### src/rtl/ysyx_22050019_lsu_gen_if.sv
// Bundle of request, write-back and AXI data-side channels for the load/store unit.
// The master modport is the LSU's view; the slave modport is the pipeline/memory side.
interface ysyx_22050019_lsu_gen_if #(
  parameter int DATA_WIDTH = 64,
  parameter int ADDR_WIDTH = 32
);
  localparam int STRB_WIDTH = DATA_WIDTH / 8;

  // Execute-stage request
  logic                  req_valid;
  logic                  req_ready;
  logic                  req_we;
  logic [1:0]            req_size;
  logic                  req_signed;
  logic [ADDR_WIDTH-1:0] req_addr;
  logic [DATA_WIDTH-1:0] req_wdata;
  logic [4:0]            req_rd;

  // Write-back
  logic                  wb_valid;
  logic [4:0]            wb_rd;
  logic [DATA_WIDTH-1:0] wb_data;
  logic                  wb_err;
  logic                  busy;

  // AXI write channels
  logic                  aw_valid;
  logic                  aw_ready;
  logic [ADDR_WIDTH-1:0] aw_addr;
  logic [2:0]            aw_size;
  logic                  w_valid;
  logic                  w_ready;
  logic [DATA_WIDTH-1:0] w_data;
  logic [STRB_WIDTH-1:0] w_strb;
  logic                  b_valid;
  logic                  b_ready;
  logic [1:0]            b_resp;

  // AXI read channels
  logic                  ar_valid;
  logic                  ar_ready;
  logic [ADDR_WIDTH-1:0] ar_addr;
  logic [2:0]            ar_size;
  logic                  r_valid;
  logic                  r_ready;
  logic [DATA_WIDTH-1:0] r_data;
  logic [1:0]            r_resp;

  modport master (
    input  req_valid, req_we, req_size, req_signed, req_addr, req_wdata, req_rd,
    output req_ready, wb_valid, wb_rd, wb_data, wb_err, busy,
    output aw_valid, aw_addr, aw_size, input aw_ready,
    output w_valid, w_data, w_strb, input w_ready,
    input  b_valid, b_resp, output b_ready,
    output ar_valid, ar_addr, ar_size, input ar_ready,
    input  r_valid, r_data, r_resp, output r_ready
  );

  modport slave (
    output req_valid, req_we, req_size, req_signed, req_addr, req_wdata, req_rd,
    input  req_ready, wb_valid, wb_rd, wb_data, wb_err, busy,
    input  aw_valid, aw_addr, aw_size, output aw_ready,
    input  w_valid, w_data, w_strb, output w_ready,
    output b_valid, b_resp, input b_ready,
    input  ar_valid, ar_addr, ar_size, output ar_ready,
    output r_valid, r_data, r_resp, input r_ready
  );
endinterface

### src/rtl/ysyx_22050019_lsu_gen.sv
// Single-outstanding AXI load/store unit: lane alignment, sign/zero extension,
// misalignment trapping and response-error reporting on a one-cycle write-back pulse.
module ysyx_22050019_lsu_gen #(
  parameter int DATA_WIDTH = 64,
  parameter int ADDR_WIDTH = 32
) (
  input logic                     clk,
  input logic                     rst,
  ysyx_22050019_lsu_gen_if.master bus
);
  localparam int STRB_WIDTH = DATA_WIDTH / 8;
  localparam int OFF_WIDTH  = $clog2(STRB_WIDTH);

  typedef enum logic [2:0] {IDLE, RD_A, RD_R, WR_AW, WR_B, DONE} state_t;

  state_t state, state_nxt;

  // Request latched at acceptance; payloads stay stable while VALIDs are high
  logic [ADDR_WIDTH-1:0] addr_q;
  logic [DATA_WIDTH-1:0] wdata_q;
  logic [STRB_WIDTH-1:0] strb_q;
  logic [1:0]            size_q;
  logic                  signed_q;
  logic [4:0]            rd_q;
  logic                  aw_done, w_done;

  logic [4:0]            wb_rd_q, wb_rd_nxt;
  logic [DATA_WIDTH-1:0] wb_data_q, wb_data_nxt;
  logic                  wb_err_q, wb_err_nxt;

  logic ar_valid, r_ready, aw_valid, w_valid, b_ready;
  logic accept, req_bad;

  // Incoming-request decode
  logic [2:0]            low_mask;
  logic                  misaligned, size_illegal;
  logic [OFF_WIDTH-1:0]  req_off;
  logic [DATA_WIDTH-1:0] wdata_lane;
  logic [15:0]           strb_base, strb_wide;

  // Load-data extraction
  logic [OFF_WIDTH-1:0]  rd_off;
  logic [DATA_WIDTH-1:0] rdata_sh, load_ext;
  logic                  sign_bit;
  int                    ld_bits;

  assign accept = bus.req_valid & (state == IDLE);

  always_comb begin
    low_mask  = 3'b000;
    strb_base = 16'h0001;
    unique case (bus.req_size)
      2'd0: begin low_mask = 3'b000; strb_base = 16'h0001; end
      2'd1: begin low_mask = 3'b001; strb_base = 16'h0003; end
      2'd2: begin low_mask = 3'b011; strb_base = 16'h000F; end
      2'd3: begin low_mask = 3'b111; strb_base = 16'h00FF; end
      default: ;
    endcase
    misaligned   = |(bus.req_addr[2:0] & low_mask);
    size_illegal = (DATA_WIDTH == 32) && (bus.req_size == 2'd3);
    req_bad      = misaligned | size_illegal;
    req_off      = bus.req_addr[OFF_WIDTH-1:0];
    wdata_lane   = bus.req_wdata << {req_off, 3'b000};
    strb_wide    = strb_base << req_off;
  end

  always_comb begin
    rd_off   = addr_q[OFF_WIDTH-1:0];
    rdata_sh = bus.r_data >> {rd_off, 3'b000};
    ld_bits  = 8 << size_q;
    unique case (size_q)
      2'd0:    sign_bit = rdata_sh[7];
      2'd1:    sign_bit = rdata_sh[15];
      2'd2:    sign_bit = rdata_sh[31];
      default: sign_bit = rdata_sh[DATA_WIDTH-1];
    endcase
    // Bits above the access size are filled with the sign bit or zero
    for (int i = 0; i < DATA_WIDTH; i++)
      load_ext[i] = (i < ld_bits) ? rdata_sh[i] : (signed_q & sign_bit);
  end

  // NOTE: every signal driven here gets a default first, so no path leaves one unassigned and no latch is inferred.
  always_comb begin
    state_nxt   = state;
    ar_valid    = 1'b0;
    r_ready     = 1'b0;
    aw_valid    = 1'b0;
    w_valid     = 1'b0;
    b_ready     = 1'b0;
    wb_rd_nxt   = '0;
    wb_data_nxt = '0;
    wb_err_nxt  = 1'b0;
    unique case (state)
      IDLE: begin
        if (bus.req_valid) begin
          if (req_bad) begin
            state_nxt  = DONE;
            wb_err_nxt = 1'b1;
          end else begin
            state_nxt = bus.req_we ? WR_AW : RD_A;
          end
        end
      end
      RD_A: begin
        ar_valid = 1'b1;
        if (bus.ar_ready) state_nxt = RD_R;
      end
      RD_R: begin
        r_ready = 1'b1;
        if (bus.r_valid) begin
          state_nxt = DONE;
          if (bus.r_resp != 2'b00) begin
            wb_err_nxt = 1'b1;
          end else begin
            wb_data_nxt = load_ext;
            wb_rd_nxt   = rd_q;
          end
        end
      end
      WR_AW: begin
        // Address and data handshake independently; leave once both are complete
        aw_valid = ~aw_done;
        w_valid  = ~w_done;
        if ((aw_done | bus.aw_ready) & (w_done | bus.w_ready)) state_nxt = WR_B;
      end
      WR_B: begin
        b_ready = 1'b1;
        if (bus.b_valid) begin
          state_nxt  = DONE;
          wb_err_nxt = (bus.b_resp != 2'b00);
        end
      end
      DONE:    state_nxt = IDLE;
      default: state_nxt = IDLE;
    endcase
  end

  // NOTE: sequential state uses non-blocking assignments so every register samples pre-edge values.
  always_ff @(posedge clk or negedge rst) begin
    if (!rst) state <= IDLE;
    else      state <= state_nxt;
  end

  always_ff @(posedge clk or negedge rst) begin
    if (!rst) begin
      addr_q   <= '0;
      wdata_q  <= '0;
      strb_q   <= '0;
      size_q   <= '0;
      signed_q <= 1'b0;
      rd_q     <= '0;
      aw_done  <= 1'b0;
      w_done   <= 1'b0;
    end else if (accept) begin
      addr_q   <= bus.req_addr;
      wdata_q  <= wdata_lane;
      strb_q   <= strb_wide[STRB_WIDTH-1:0];
      size_q   <= bus.req_size;
      signed_q <= bus.req_signed;
      rd_q     <= bus.req_rd;
      aw_done  <= 1'b0;
      w_done   <= 1'b0;
    end else if (state == WR_AW) begin
      if (aw_valid & bus.aw_ready) aw_done <= 1'b1;
      if (w_valid & bus.w_ready)   w_done  <= 1'b1;
    end
  end

  // Write-back payload is non-zero only during the DONE cycle
  always_ff @(posedge clk or negedge rst) begin
    if (!rst) begin
      wb_rd_q   <= '0;
      wb_data_q <= '0;
      wb_err_q  <= 1'b0;
    end else begin
      wb_rd_q   <= wb_rd_nxt;
      wb_data_q <= wb_data_nxt;
      wb_err_q  <= wb_err_nxt;
    end
  end

  assign bus.req_ready = (state == IDLE);
  assign bus.busy      = (state != IDLE) | accept;
  assign bus.wb_valid  = (state == DONE);
  assign bus.wb_rd     = wb_rd_q;
  assign bus.wb_data   = wb_data_q;
  assign bus.wb_err    = wb_err_q;

  assign bus.ar_valid  = ar_valid;
  assign bus.ar_addr   = addr_q;
  assign bus.ar_size   = {1'b0, size_q};
  assign bus.r_ready   = r_ready;

  assign bus.aw_valid  = aw_valid;
  assign bus.aw_addr   = addr_q;
  assign bus.aw_size   = {1'b0, size_q};
  assign bus.w_valid   = w_valid;
  assign bus.w_data    = wdata_q;
  assign bus.w_strb    = strb_q;
  assign bus.b_ready   = b_ready;
endmodule
### src/flat_wrapper.sv
// flat-port wrapper written by rule: the top's interface ports become plain ports
module ysyx_22050019_lsu_gen_flat 
#(
  parameter int DATA_WIDTH = 64,
  parameter int ADDR_WIDTH = 32
)
  (clk, rst, bus_req_valid, bus_req_we, bus_req_size, bus_req_signed, bus_req_addr, bus_req_wdata, bus_req_rd, bus_req_ready, bus_wb_valid, bus_wb_rd, bus_wb_data, bus_wb_err, bus_busy, bus_aw_valid, bus_aw_addr, bus_aw_size, bus_aw_ready, bus_w_valid, bus_w_data, bus_w_strb, bus_w_ready, bus_b_valid, bus_b_resp, bus_b_ready, bus_ar_valid, bus_ar_addr, bus_ar_size, bus_ar_ready, bus_r_valid, bus_r_data, bus_r_resp, bus_r_ready);
  ysyx_22050019_lsu_gen_if #(.DATA_WIDTH(DATA_WIDTH), .ADDR_WIDTH(ADDR_WIDTH)) bus_i ();
  input logic clk;
  input logic rst;
  input wire logic [$bits(bus_i.req_valid)-1:0] bus_req_valid;
  input wire logic [$bits(bus_i.req_we)-1:0] bus_req_we;
  input wire logic [$bits(bus_i.req_size)-1:0] bus_req_size;
  input wire logic [$bits(bus_i.req_signed)-1:0] bus_req_signed;
  input wire logic [$bits(bus_i.req_addr)-1:0] bus_req_addr;
  input wire logic [$bits(bus_i.req_wdata)-1:0] bus_req_wdata;
  input wire logic [$bits(bus_i.req_rd)-1:0] bus_req_rd;
  output wire logic [$bits(bus_i.req_ready)-1:0] bus_req_ready;
  output wire logic [$bits(bus_i.wb_valid)-1:0] bus_wb_valid;
  output wire logic [$bits(bus_i.wb_rd)-1:0] bus_wb_rd;
  output wire logic [$bits(bus_i.wb_data)-1:0] bus_wb_data;
  output wire logic [$bits(bus_i.wb_err)-1:0] bus_wb_err;
  output wire logic [$bits(bus_i.busy)-1:0] bus_busy;
  output wire logic [$bits(bus_i.aw_valid)-1:0] bus_aw_valid;
  output wire logic [$bits(bus_i.aw_addr)-1:0] bus_aw_addr;
  output wire logic [$bits(bus_i.aw_size)-1:0] bus_aw_size;
  input wire logic [$bits(bus_i.aw_ready)-1:0] bus_aw_ready;
  output wire logic [$bits(bus_i.w_valid)-1:0] bus_w_valid;
  output wire logic [$bits(bus_i.w_data)-1:0] bus_w_data;
  output wire logic [$bits(bus_i.w_strb)-1:0] bus_w_strb;
  input wire logic [$bits(bus_i.w_ready)-1:0] bus_w_ready;
  input wire logic [$bits(bus_i.b_valid)-1:0] bus_b_valid;
  input wire logic [$bits(bus_i.b_resp)-1:0] bus_b_resp;
  output wire logic [$bits(bus_i.b_ready)-1:0] bus_b_ready;
  output wire logic [$bits(bus_i.ar_valid)-1:0] bus_ar_valid;
  output wire logic [$bits(bus_i.ar_addr)-1:0] bus_ar_addr;
  output wire logic [$bits(bus_i.ar_size)-1:0] bus_ar_size;
  input wire logic [$bits(bus_i.ar_ready)-1:0] bus_ar_ready;
  input wire logic [$bits(bus_i.r_valid)-1:0] bus_r_valid;
  input wire logic [$bits(bus_i.r_data)-1:0] bus_r_data;
  input wire logic [$bits(bus_i.r_resp)-1:0] bus_r_resp;
  output wire logic [$bits(bus_i.r_ready)-1:0] bus_r_ready;
  assign bus_i.req_valid = bus_req_valid;
  assign bus_i.req_we = bus_req_we;
  assign bus_i.req_size = bus_req_size;
  assign bus_i.req_signed = bus_req_signed;
  assign bus_i.req_addr = bus_req_addr;
  assign bus_i.req_wdata = bus_req_wdata;
  assign bus_i.req_rd = bus_req_rd;
  assign bus_req_ready = bus_i.req_ready;
  assign bus_wb_valid = bus_i.wb_valid;
  assign bus_wb_rd = bus_i.wb_rd;
  assign bus_wb_data = bus_i.wb_data;
  assign bus_wb_err = bus_i.wb_err;
  assign bus_busy = bus_i.busy;
  assign bus_aw_valid = bus_i.aw_valid;
  assign bus_aw_addr = bus_i.aw_addr;
  assign bus_aw_size = bus_i.aw_size;
  assign bus_i.aw_ready = bus_aw_ready;
  assign bus_w_valid = bus_i.w_valid;
  assign bus_w_data = bus_i.w_data;
  assign bus_w_strb = bus_i.w_strb;
  assign bus_i.w_ready = bus_w_ready;
  assign bus_i.b_valid = bus_b_valid;
  assign bus_i.b_resp = bus_b_resp;
  assign bus_b_ready = bus_i.b_ready;
  assign bus_ar_valid = bus_i.ar_valid;
  assign bus_ar_addr = bus_i.ar_addr;
  assign bus_ar_size = bus_i.ar_size;
  assign bus_i.ar_ready = bus_ar_ready;
  assign bus_i.r_valid = bus_r_valid;
  assign bus_i.r_data = bus_r_data;
  assign bus_i.r_resp = bus_r_resp;
  assign bus_r_ready = bus_i.r_ready;
  ysyx_22050019_lsu_gen #(.DATA_WIDTH(DATA_WIDTH), .ADDR_WIDTH(ADDR_WIDTH)) u_core (.clk(clk), .rst(rst), .bus(bus_i));
endmodule
### config.mk
export PLATFORM = sky130hd
export DESIGN_NAME = ysyx_22050019_lsu_gen_flat
export DESIGN_NICKNAME = d
export VERILOG_FILES = /design/src/rtl/ysyx_22050019_lsu_gen_if.sv /design/src/rtl/ysyx_22050019_lsu_gen.sv /design/src/flat_wrapper.sv
export SDC_FILE = /design/constraint.sdc
export NUM_CORES = 1
export LEC_CHECK = 0
export ABC_AREA = 0
export CORE_AREA = 3 3 155 157
export CTS_CLUSTER_DIAMETER = 150
export DETAILED_ROUTE_END_ITERATION = 16
export DIE_AREA = 0 0 158 160
export PLACE_DENSITY_LB_ADDON = 0.1
export SKIP_CTS_REPAIR_TIMING = 1
export SLEW_MARGIN = 20
export SYNTH_ARGS = -nofsm -noshare
export SYNTH_HDL_FRONTEND = slang
export SYNTH_SLANG_ARGS = --single-unit
### constraint.sdc
create_clock -name clk -period 4.1 [get_ports clk]
set_input_delay 0.615 -clock clk [delete_from_list [all_inputs] [get_ports clk]]
set_output_delay 0.615 -clock clk [all_outputs]
set_load 0.01 [all_outputs]
==> results.txt <==
The area of combinational cells with multiple inputs was 4960 µm²; the buffers plus inverters on the worst setup path was 1. The number of enable flip-flop cells after synthesis is 0. For this design, the sink count on the clock tree is 187.

Combined flip-flop and latch cell area: 4680 µm². The top cell types in the final layout, fill and taps aside, are 395 x sky130_fd_sc_hd__clkdlybuf4s50_1, 230 x sky130_fd_sc_hd__nand2_1, 185 x sky130_fd_sc_hd__dfrtp_1. Top cell family by delay on the critical path: simple AND/OR/NAND/NOR gates. The core region is 22,600 µm². The number of global-route vias before repair is 9,553, and the remaining antenna violation count is 0.

After floorplanning, the core was divided into 55 placement rows. Of all flip-flops after synthesis, the portion carrying an async set or reset was 100%. VDD sags by at most 365 µV. The run gives 1 as the number of antenna violations at the first check in global routing.

The worst register-to-register path begins at u_core.size_q[1]. For the worst setup path, the data arrival time is 2.33 ns. Summed over all cells, the static leakage comes to 0.00628 µW.

Height of the die: 160 µm. During I/O placement, the number of pins put on the boundary was 401. The final layout contains routed wiring with a total length of 37.7 mm. In the final routing, the length of wire on met1 measures 15.2 mm.

The highest-delay cell along the critical path is sky130_fd_sc_hd__nor3_1. The run gives 1,923 as the count of filler cells inserted in the layout. The critical path is of the flop to output port type.

For this run, the post-layout net count is 1,595. In the detailed route, the total length drawn on met2 is 18.1 mm. TritonCTS built the clock tree. The remaining global-route overflow is 0, and the number of warnings issued by yosys is 0.

The first-iteration detailed-routing DRC count came out at 795. The fmax was 340 MHz; the count of endpoints failing setup in the final report was 0. The most frequent standard cell in the layout excluding fill and tap cells was sky130_fd_sc_hd__clkdlybuf4s50_1. Counting every instance in the synthesized netlist gives 1,106. The total count of max-transition violations in the final report is 0, and the vias after detailed routing is 9,794.

The register bit total from synthesis was 187. At the end of the flow the core is filled with cells to 65.3%. The logs give 0 for the final number of hold-violating endpoints and 1.18 ns for the worst slack after detailed placement.

Traced cell by cell, the critical path runs through nor3_1, clkdlybuf4s50_1. The mapped netlist covers 10,300 µm². The insertion delay of the later-clocked pin in the worst-skew pair was 0.44 ns; the number of library cell types mapped by synthesis was 50. For the first-pass iteration count of the detailed router, the log shows 5. Floorplan die width: 158 µm.

In this run the worst path has a maximum fanout of 12. After routing, the total negative slack on setup checks comes to 0 ns. The tools report the critical path startpoint as u_core.state[0]. The buffer type at the clock tree root is sky130_fd_sc_hd__clkbuf_16.

The average via count per standard cell is 5.72, and the number of maximum-capacitance violations is 0. For this run, the slowest stage of the critical path takes 0.71 ns. The run gives 30.4% as the worst relative slew slack.

The congestion estimate from routability-driven global placement came to 0.981. The die covers 25,300 µm². Counting I/O delays and the setup requirement, the final critical path takes 2.94 ns. Relative to the synthesized area, the layout overhead comes to 43.6%. Clock-pin slew was measured on the worst setup and hold paths at 0.08 ns. For the data required time at the worst endpoint, the log shows 3.48 ns. For this design the ratio of total power to cell area is 620 nW/µm². The logs give 27.8 mm for the HPWL after detailed placement and 45.5% for the share of the yosys chip area belonging to registers. Of the available clock period, the critical path in the final layout requires 71.8%.

The run gives 2 as the maximum count of clock buffers along a single path. The number of input and output port buffers inserted was 398. Of the cells placed in the final design, the portion with a size suffix greater than 1 is 8.34%. Signal routing reaches up to met4. The run gives 1.16 ns as the post-layout worst setup margin. The worst setup path is launched from a flop.

The first global-routing pass estimated 56.7 mm of wire. After detailed routing, the met3 layer carries 3.29 mm of wire. For this configuration, the core starts out at a cell density of 45.4%. For the final database, setup skew stands at 0.0128 ns. Most frequently used flop master after synthesis: sky130_fd_sc_hd__dfrtp_1. Pin count of the biggest net entering global routing: 104. STA classifies the critical path endpoint as an output port. The clock tree synthesis step divided the H-tree into 4 levels.

Worst hold slack: 0.154 ns. For this run, design rule violations remaining after detail routing come to 0. The min-delay analysis places its worst path in the category primary input to async pin.

The flow ran to the end, and the final reports show no timing, DRC or antenna violations. At the pin with the least slew margin, the transition time is 1.04 ns. TritonCTS created 17 clock buffers. The detailed-route wire length per cell was 22.0 µm. The mean cell area of the mapped netlist is 9.30 µm², and the global-route usage over all layers is 28.9%.

Setup repair after global routing left no endpoint under its margin.
-- synth_stat cells (2+ instances only) --
cell / instances / area (µm²)
sky130_fd_sc_hd__nor2_1: 38 / 143
sky130_fd_sc_hd__and3_1: 2 / 12.5
sky130_fd_sc_hd__inv_1: 5 / 18.8
sky130_fd_sc_hd__buf_4: 37 / 278
sky130_fd_sc_hd__o21ai_0: 98 / 490
sky130_fd_sc_hd__nand2b_1: 8 / 50.1
sky130_fd_sc_hd__a2bb2oi_1: 8 / 70.1
sky130_fd_sc_hd__a31oi_1: 11 / 68.8
sky130_fd_sc_hd__o21a_1: 10 / 75.1
sky130_fd_sc_hd__o31ai_1: 2 / 15.0
sky130_fd_sc_hd__nand3_1: 13 / 65.1
sky130_fd_sc_hd__nand2_1: 231 / 867
sky130_fd_sc_hd__a22o_1: 25 / 219
sky130_fd_sc_hd__a21oi_1: 65 / 325
sky130_fd_sc_hd__clkbuf_1: 70 / 263
sky130_fd_sc_hd__buf_1: 7 / 26.3
sky130_fd_sc_hd__buf_2: 16 / 80.1
sky130_fd_sc_hd__dfrtp_1: 187 / 4680
sky130_fd_sc_hd__and2_1: 7 / 43.8
sky130_fd_sc_hd__nor2b_1: 14 / 87.6
sky130_fd_sc_hd__mux2_2: 31 / 349
sky130_fd_sc_hd__a211oi_2: 6 / 75.1
sky130_fd_sc_hd__a311oi_1: 8 / 70.1
sky130_fd_sc_hd__o22ai_1: 2 / 12.5
sky130_fd_sc_hd__a211oi_1: 34 / 255
sky130_fd_sc_hd__o211ai_1: 19 / 143
sky130_fd_sc_hd__a21o_1: 2 / 15.0
sky130_fd_sc_hd__nor3_1: 6 / 30.0
sky130_fd_sc_hd__mux4_2: 8 / 180
sky130_fd_sc_hd__or2_2: 9 / 56.3
sky130_fd_sc_hd__mux2i_1: 98 / 981
sky130_fd_sc_hd__o221ai_1: 11 / 96.3
-- worst paths after layout --
| check | cells after the start | slack [ns] | to |
|---|---|---|---|
| setup / recovery | 2 | 1.16 | bus_req_ready |
| hold / removal | 1 | 0.15 | u_core.bus.wb_data[40] |
| setup reg to reg | 6 | 1.26 | u_core.bus.wb_data[23] |
| hold reg to reg | 2 | 0.47 | u_core.rd_q[2] |
| max in group asynchronous | 2 | 2.86 | u_core.bus.ar_addr[10] |
| min in group clk | 2 | 0.47 | u_core.rd_q[2] |
-- registers in the layout, indices dropped and copies added, names as in the netlist --
name / flops
u_core.bus.w_data: 64
u_core.bus.wb_data: 64
u_core.bus.ar_addr: 32
u_core.bus.w_strb: 8
u_core.bus.wb_rd: 5
u_core.rd_q: 5
u_core.state: 3
u_core.size_q: 2
u_core.aw_done: 1
u_core.bus.wb_err: 1
u_core.signed_q: 1
u_core.w_done: 1
-- power breakdown --
group	switching, µW	leakage (µW)	total [µW]	internal [µW]
clock network	808	0.000282	1730	925
registers	477	0.00247	2850	2370
logic	2410	0.00354	4580	2170
total	3690	0.00628	9160	5460
-- final cells by class --
cell class	count	share of cell area (%)
clock buffer	17	2.88
sequential	187	31.7
multi-input combinational	782	33.5
antenna	1	0.0169
timing repair buffer	419	28.1
tap	285	2.41
inverter	7	0.178
clock inverter	15	1.22
-- per-stage QoR --
stage               instance area (µm²)  power, µW  cells
floorplan                         10300       5330   1107
global placement                  14200       7350   1680
detailed placement                14200       7410   1680
CTS                               14800       9160   1712
global route                      14800       9680   1713
finish                            14800       9160   1713
-- cells by family (layout without fill, tap and decap cells) --
kind of cell    count (synthesis)  in the layout  synth area share [%]
buf+inv                       138            458                  6.65
simple gates                  333            333                  13.6
mux                           137            137                  14.7
compound gates                310            310                  19.6
flops                         187            187                  45.5
other cells                     1              3                0.0364
-- metal layers --
metal  track usage (%)  up-vias
li1                  -     4496
met1              38.5     4695
met2              46.7      540
met3              6.99       63
met4              9.19        0
met5                 0        -
No activity file was read; power rests on OpenSTA's default activity.
